===== src/rtl/fetch_queue.sv =====
// Instruction fetch queue: circular FIFO between IF and decode carrying
// {pc, instr, pred_taken}, with flush on redirect and occupancy reporting.
package general_defines;
  localparam int unsigned XLEN = 32;
endpackage

module fetch_queue
  import general_defines::*;
#(
  parameter int unsigned DEPTH = 8
) (
  input  logic                       clk,
  input  logic                       rst,
  input  logic                       enq_valid,
  output logic                       enq_ready,
  input  logic [XLEN-1:0]            enq_pc,
  input  logic [XLEN-1:0]            enq_instr,
  input  logic                       enq_pred_taken,
  output logic                       deq_valid,
  input  logic                       deq_ready,
  output logic [XLEN-1:0]            deq_pc,
  output logic [XLEN-1:0]            deq_instr,
  output logic                       deq_pred_taken,
  input  logic                       flush,
  output logic [$clog2(DEPTH+1)-1:0] count,
  output logic                       almost_full
);

  localparam int unsigned PW = $clog2(DEPTH);
  localparam int unsigned CW = $clog2(DEPTH+1);

  logic [XLEN-1:0]  pc_mem    [DEPTH];
  logic [XLEN-1:0]  instr_mem [DEPTH];
  logic [DEPTH-1:0] pred_mem;

  logic [PW-1:0] head_q;
  logic [PW-1:0] tail_q;
  logic          enq_fire;
  logic          deq_fire;

  // Handshake status depends only on registered occupancy, so there is no
  // combinational path from deq_ready to enq_ready.
  always_comb begin
    enq_ready   = (count != CW'(DEPTH));
    deq_valid   = (count != '0);
    almost_full = (count >= CW'(DEPTH - 1));
    enq_fire    = enq_valid && enq_ready;
    deq_fire    = deq_valid && deq_ready;
  end

  always_comb begin
    deq_pc         = pc_mem[head_q];
    deq_instr      = instr_mem[head_q];
    deq_pred_taken = pred_mem[head_q];
  end

  // Storage carries no reset; validity is tracked purely by count.
  always_ff @(posedge clk) begin
    if (enq_fire && !flush) begin
      pc_mem[tail_q]    <= enq_pc;
      instr_mem[tail_q] <= enq_instr;
      pred_mem[tail_q]  <= enq_pred_taken;
    end
  end

  always_ff @(posedge clk or negedge rst) begin
    if (!rst) begin
      head_q <= '0;
      tail_q <= '0;
      count  <= '0;
    end else if (flush) begin
      head_q <= '0;
      tail_q <= '0;
      count  <= '0;
    end else begin
      if (enq_fire) begin
        tail_q <= tail_q + PW'(1);
      end
      if (deq_fire) begin
        head_q <= head_q + PW'(1);
      end
      if (enq_fire && !deq_fire) begin
        count <= count + CW'(1);
      end else if (deq_fire && !enq_fire) begin
        count <= count - CW'(1);
      end
    end
  end

endmodule


===== config.mk =====
export PLATFORM = sky130hd
export DESIGN_NAME = fetch_queue
export DESIGN_NICKNAME = d
export VERILOG_FILES = /design/src/rtl/fetch_queue.sv
export SDC_FILE = /design/constraint.sdc
export NUM_CORES = 1
export LEC_CHECK = 0
export CELL_PAD_IN_SITES_DETAIL_PLACEMENT = 0
export CELL_PAD_IN_SITES_GLOBAL_PLACEMENT = 1
export CORE_UTILIZATION = 47
export CTS_CLUSTER_SIZE = 10
export DETAILED_ROUTE_END_ITERATION = 10
export PLACE_DENSITY = 0.81
export SLEW_MARGIN = 25
export SYNTH_ARGS = -nofsm -noshare
export SYNTH_HDL_FRONTEND = slang
export SYNTH_SLANG_ARGS = --single-unit

===== constraint.sdc =====
create_clock -name clk -period 5.6 [get_ports clk]
set_clock_uncertainty 0.05 [all_clocks]
set_input_delay 0.84 -clock clk [delete_from_list [all_inputs] [get_ports clk]]
set_output_delay 0.84 -clock clk [all_outputs]
set_load 0.03 [all_outputs]

==> results.json <==
{
  "avgSynthCellArea_um2": 24.3,
  "cpPeakStageDelay_ps": 780,
  "core_area_um2": 42100,
  "globalplace.congestion": 0.686,
  "worstSetupEndpointType": "output pin",
  "rows": 75,
  "cts_buffers": 59,
  "arrival_ps": 3450,
  "drc": 0,
  "synth_top_area_cell": "edfxtp_1",
  "synth_top_area_frac": 0.774,
  "synth_flop_cell": "edfxtp_1",
  "hpwlAfterDp_um": 20700,
  "die_w_um": 209,
  "layout.cells.non_filler": 1579,
  "worstPathCellList": "buf_4, mux4_2, mux2_2, clkdlybuf4s50_1",
  "clk_latency_ps": 580,
  "nFillCells": 3044,
  "dpl.cell_count": 1492,
  "syn_nets": 906,
  "async_flop_share": 0.0189,
  "cts_resized": 0,
  "clockBufferDepth": 3,
  "post_cts_buffers": 0,
  "worstPathRequired_ps": 4710,
  "cts_tree": "yes",
  "overflow": 0,
  "path_clk_slew_ps": 50,
  "rsz0062_at_grt": "no",
  "cpLargestDelayFamily": "buffers and inverters",
  "clock_power_share": 0.316,
  "drt-initial-drc-count": 624,
  "cts_root_buf": "clkbuf_16",
  "fmax_mhz": 231,
  "cts_hold_buf": 0,
  "ys_top_cells_by_area": "edfxtp_1, mux4_2, mux2_2",
  "dpl_worst_slack_ps": 1770,
  "dr.pass1.iters": 4,
  "layout_common_cells": "edfxtp_1, clkdlybuf4s50_1, mux4_2",
  "area_growth_pct": 19.1,
  "switching_share": 0.264,
  "synth_cells": 831,
  "fp.dieH_um": 209,
  "antenna_cells": 0,
  "crit_path_start_kind": "flip-flop",
  "ys_ff_latch": 530,
  "timing.final.crit_share": 0.774,
  "worstPathMaxFanout": 28,
  "drive_above_1_share": 0.287,
  "wl_per_cell_um": 24.3,
  "cp_num_buf_inv": 2,
  "via_per_inst": 5.71,
  "p_seq_frac": 0.440,
  "hold_viol": 0,
  "wl_um": 38400,
  "grt_pass1_wl_um": 58700,
  "internal_power_mw": 7.80,
  "slew_viol_final": 0,
  "cts_num_sinks": 530,
  "grt_pass1_vias": 9681,
  "ys_seq_area_frac": 0.787,
  "setup_ws_ps": 1260,
  "num-nets-final": 1089,
  "initial_utilization": 0.479,
  "vdd_ir_drop_max_mv": 0.286,
  "layout_commonest_cell": "edfxtp_1",
  "drv_cap": 0,
  "p_leak_nw": 7.41,
  "fin_crit_ps": 4340,
  "pwr-share-comb": 0.244,
  "yosysUniqueCellTypes": 35,
  "io_buffers": 141,
  "postRouteAntennaNets": 0,
  "synth_edf_count": 520,
  "critPathSlowestCell": "dfrtp_4",
  "htree_levels": 2,
  "antenna_found_initial": 2,
  "track_usage": 0.181,
  "setup_tns_ps": 0,
  "min_path_type": "reg -> reg",
  "io_pins": 142,
  "setup_violations": 0,
  "power-per-cell-area_nw_per_um2": 442,
  "tightest_slew_ps": 990,
  "slew_headroom": 0.338,
  "status": "completed",
  "worstSetupPathType": "reg -> out",
  "via_count": 9017,
  "grt_max_degree": 55,
  "p_switching_mw": 2.80,
  "netlist_area_um2": 20200,
  "dieArea_um2": 43700,
  "yosysWarnings": 0
}
## logic make-up after synthesis
family,count (synthesis),share of synthesized area
XOR/XNOR,6,0.00261
multiplexers,198,0.183
AND/OR/NAND/NOR,34,0.00856
buffers and inverters,44,0.00962
adder cells (fa/ha/maj),5,0.00347
flip-flops,530,0.787
AO/OA/AOI/OAI,14,0.00620
## cells in the mapped netlist (4+ instances only)
cell      count
nand2_1       5
ha_1          4
buf_2        17
nor2_1       14
mux4_2      130
a21oi_1       4
dfrtp_1      10
edfxtp_1    520
clkbuf_1     20
mux2_2       65
nand2b_1      4
## worst paths after layout
check | startpoint | endpoint | slack [ps] | cells after the start
max | head_q[0] | deq_pc[17] | 1260 | 4
min | tail_q[0] | tail_q[0] | 560 | 2
max reg2reg | count[0] | pc_mem[2][5] | 2640 | 5
min reg2reg | tail_q[0] | tail_q[0] | 560 | 2
max in group asynchronous | rst | head_q[1] | 4520 | 1
min in group asynchronous | rst | head_q[0] | 570 | 1
## layout make-up
| cell class | instances | area [um^2] | share of cell area |
|---|---|---|---|
| flip-flops and latches | 530 | 15900 | 0.661 |
| clock buffers | 86 | 1640 | 0.0683 |
| multi-input cells | 257 | 4180 | 0.174 |
| clock inverters | 1 | 5.00 | 0.000208 |
| inverters | 3 | 11.3 | 0.000469 |
| repair buffers | 163 | 1630 | 0.0677 |
| well taps | 539 | 674 | 0.0281 |
## power groups by stage
stage,clock network (mW),logic (mW),registers [mW]
2_1_floorplan,0,1.86,4.65
3_5_place_dp,0,2.64,4.75
5_1_grt,3.58,2.76,4.69
4_1_cts,3.44,2.65,4.67
6_report,3.35,2.59,4.66
3_3_place_gp,0,2.61,4.74
## sequential cells by signal (all words and copies together) (netlist names)
signal and count:
instr_mem 256, count 4, head_q 3, pc_mem 256, pred_mem 8, tail_q 3
## per-layer routing
layer	global-route usage	share of wire	up-vias
li1	-	-	3899
met1	0.238	0.42	4847
met2	0.306	0.51	211
met3	0.0383	0.050	56
met4	0.0535	0.017	4
met5	0	0.00062	-
## metrics by stage
step | util | power (mW) | hold slack, ps | instance area (um^2)
floorplan | - | 6.51 | 494 | 20200
global placement | 0.531 | 7.36 | 539 | 22400
detailed placement | 0.531 | 7.39 | 545 | 22400
CTS | 0.570 | 10.8 | 538 | 24000
global route | 0.570 | 11.0 | 586 | 24000
finish | 0.570 | 10.6 | 556 | 24000
## worst reg2reg max path, stage by stage, from the launching register on
cell	delay [ps]
dfrtp_1	590
or4b_1	340
and3b_1	220
nand2b_1	230
nor2_4	840
buf_12	340
Note: power is estimated with default switching activity, not from simulation.
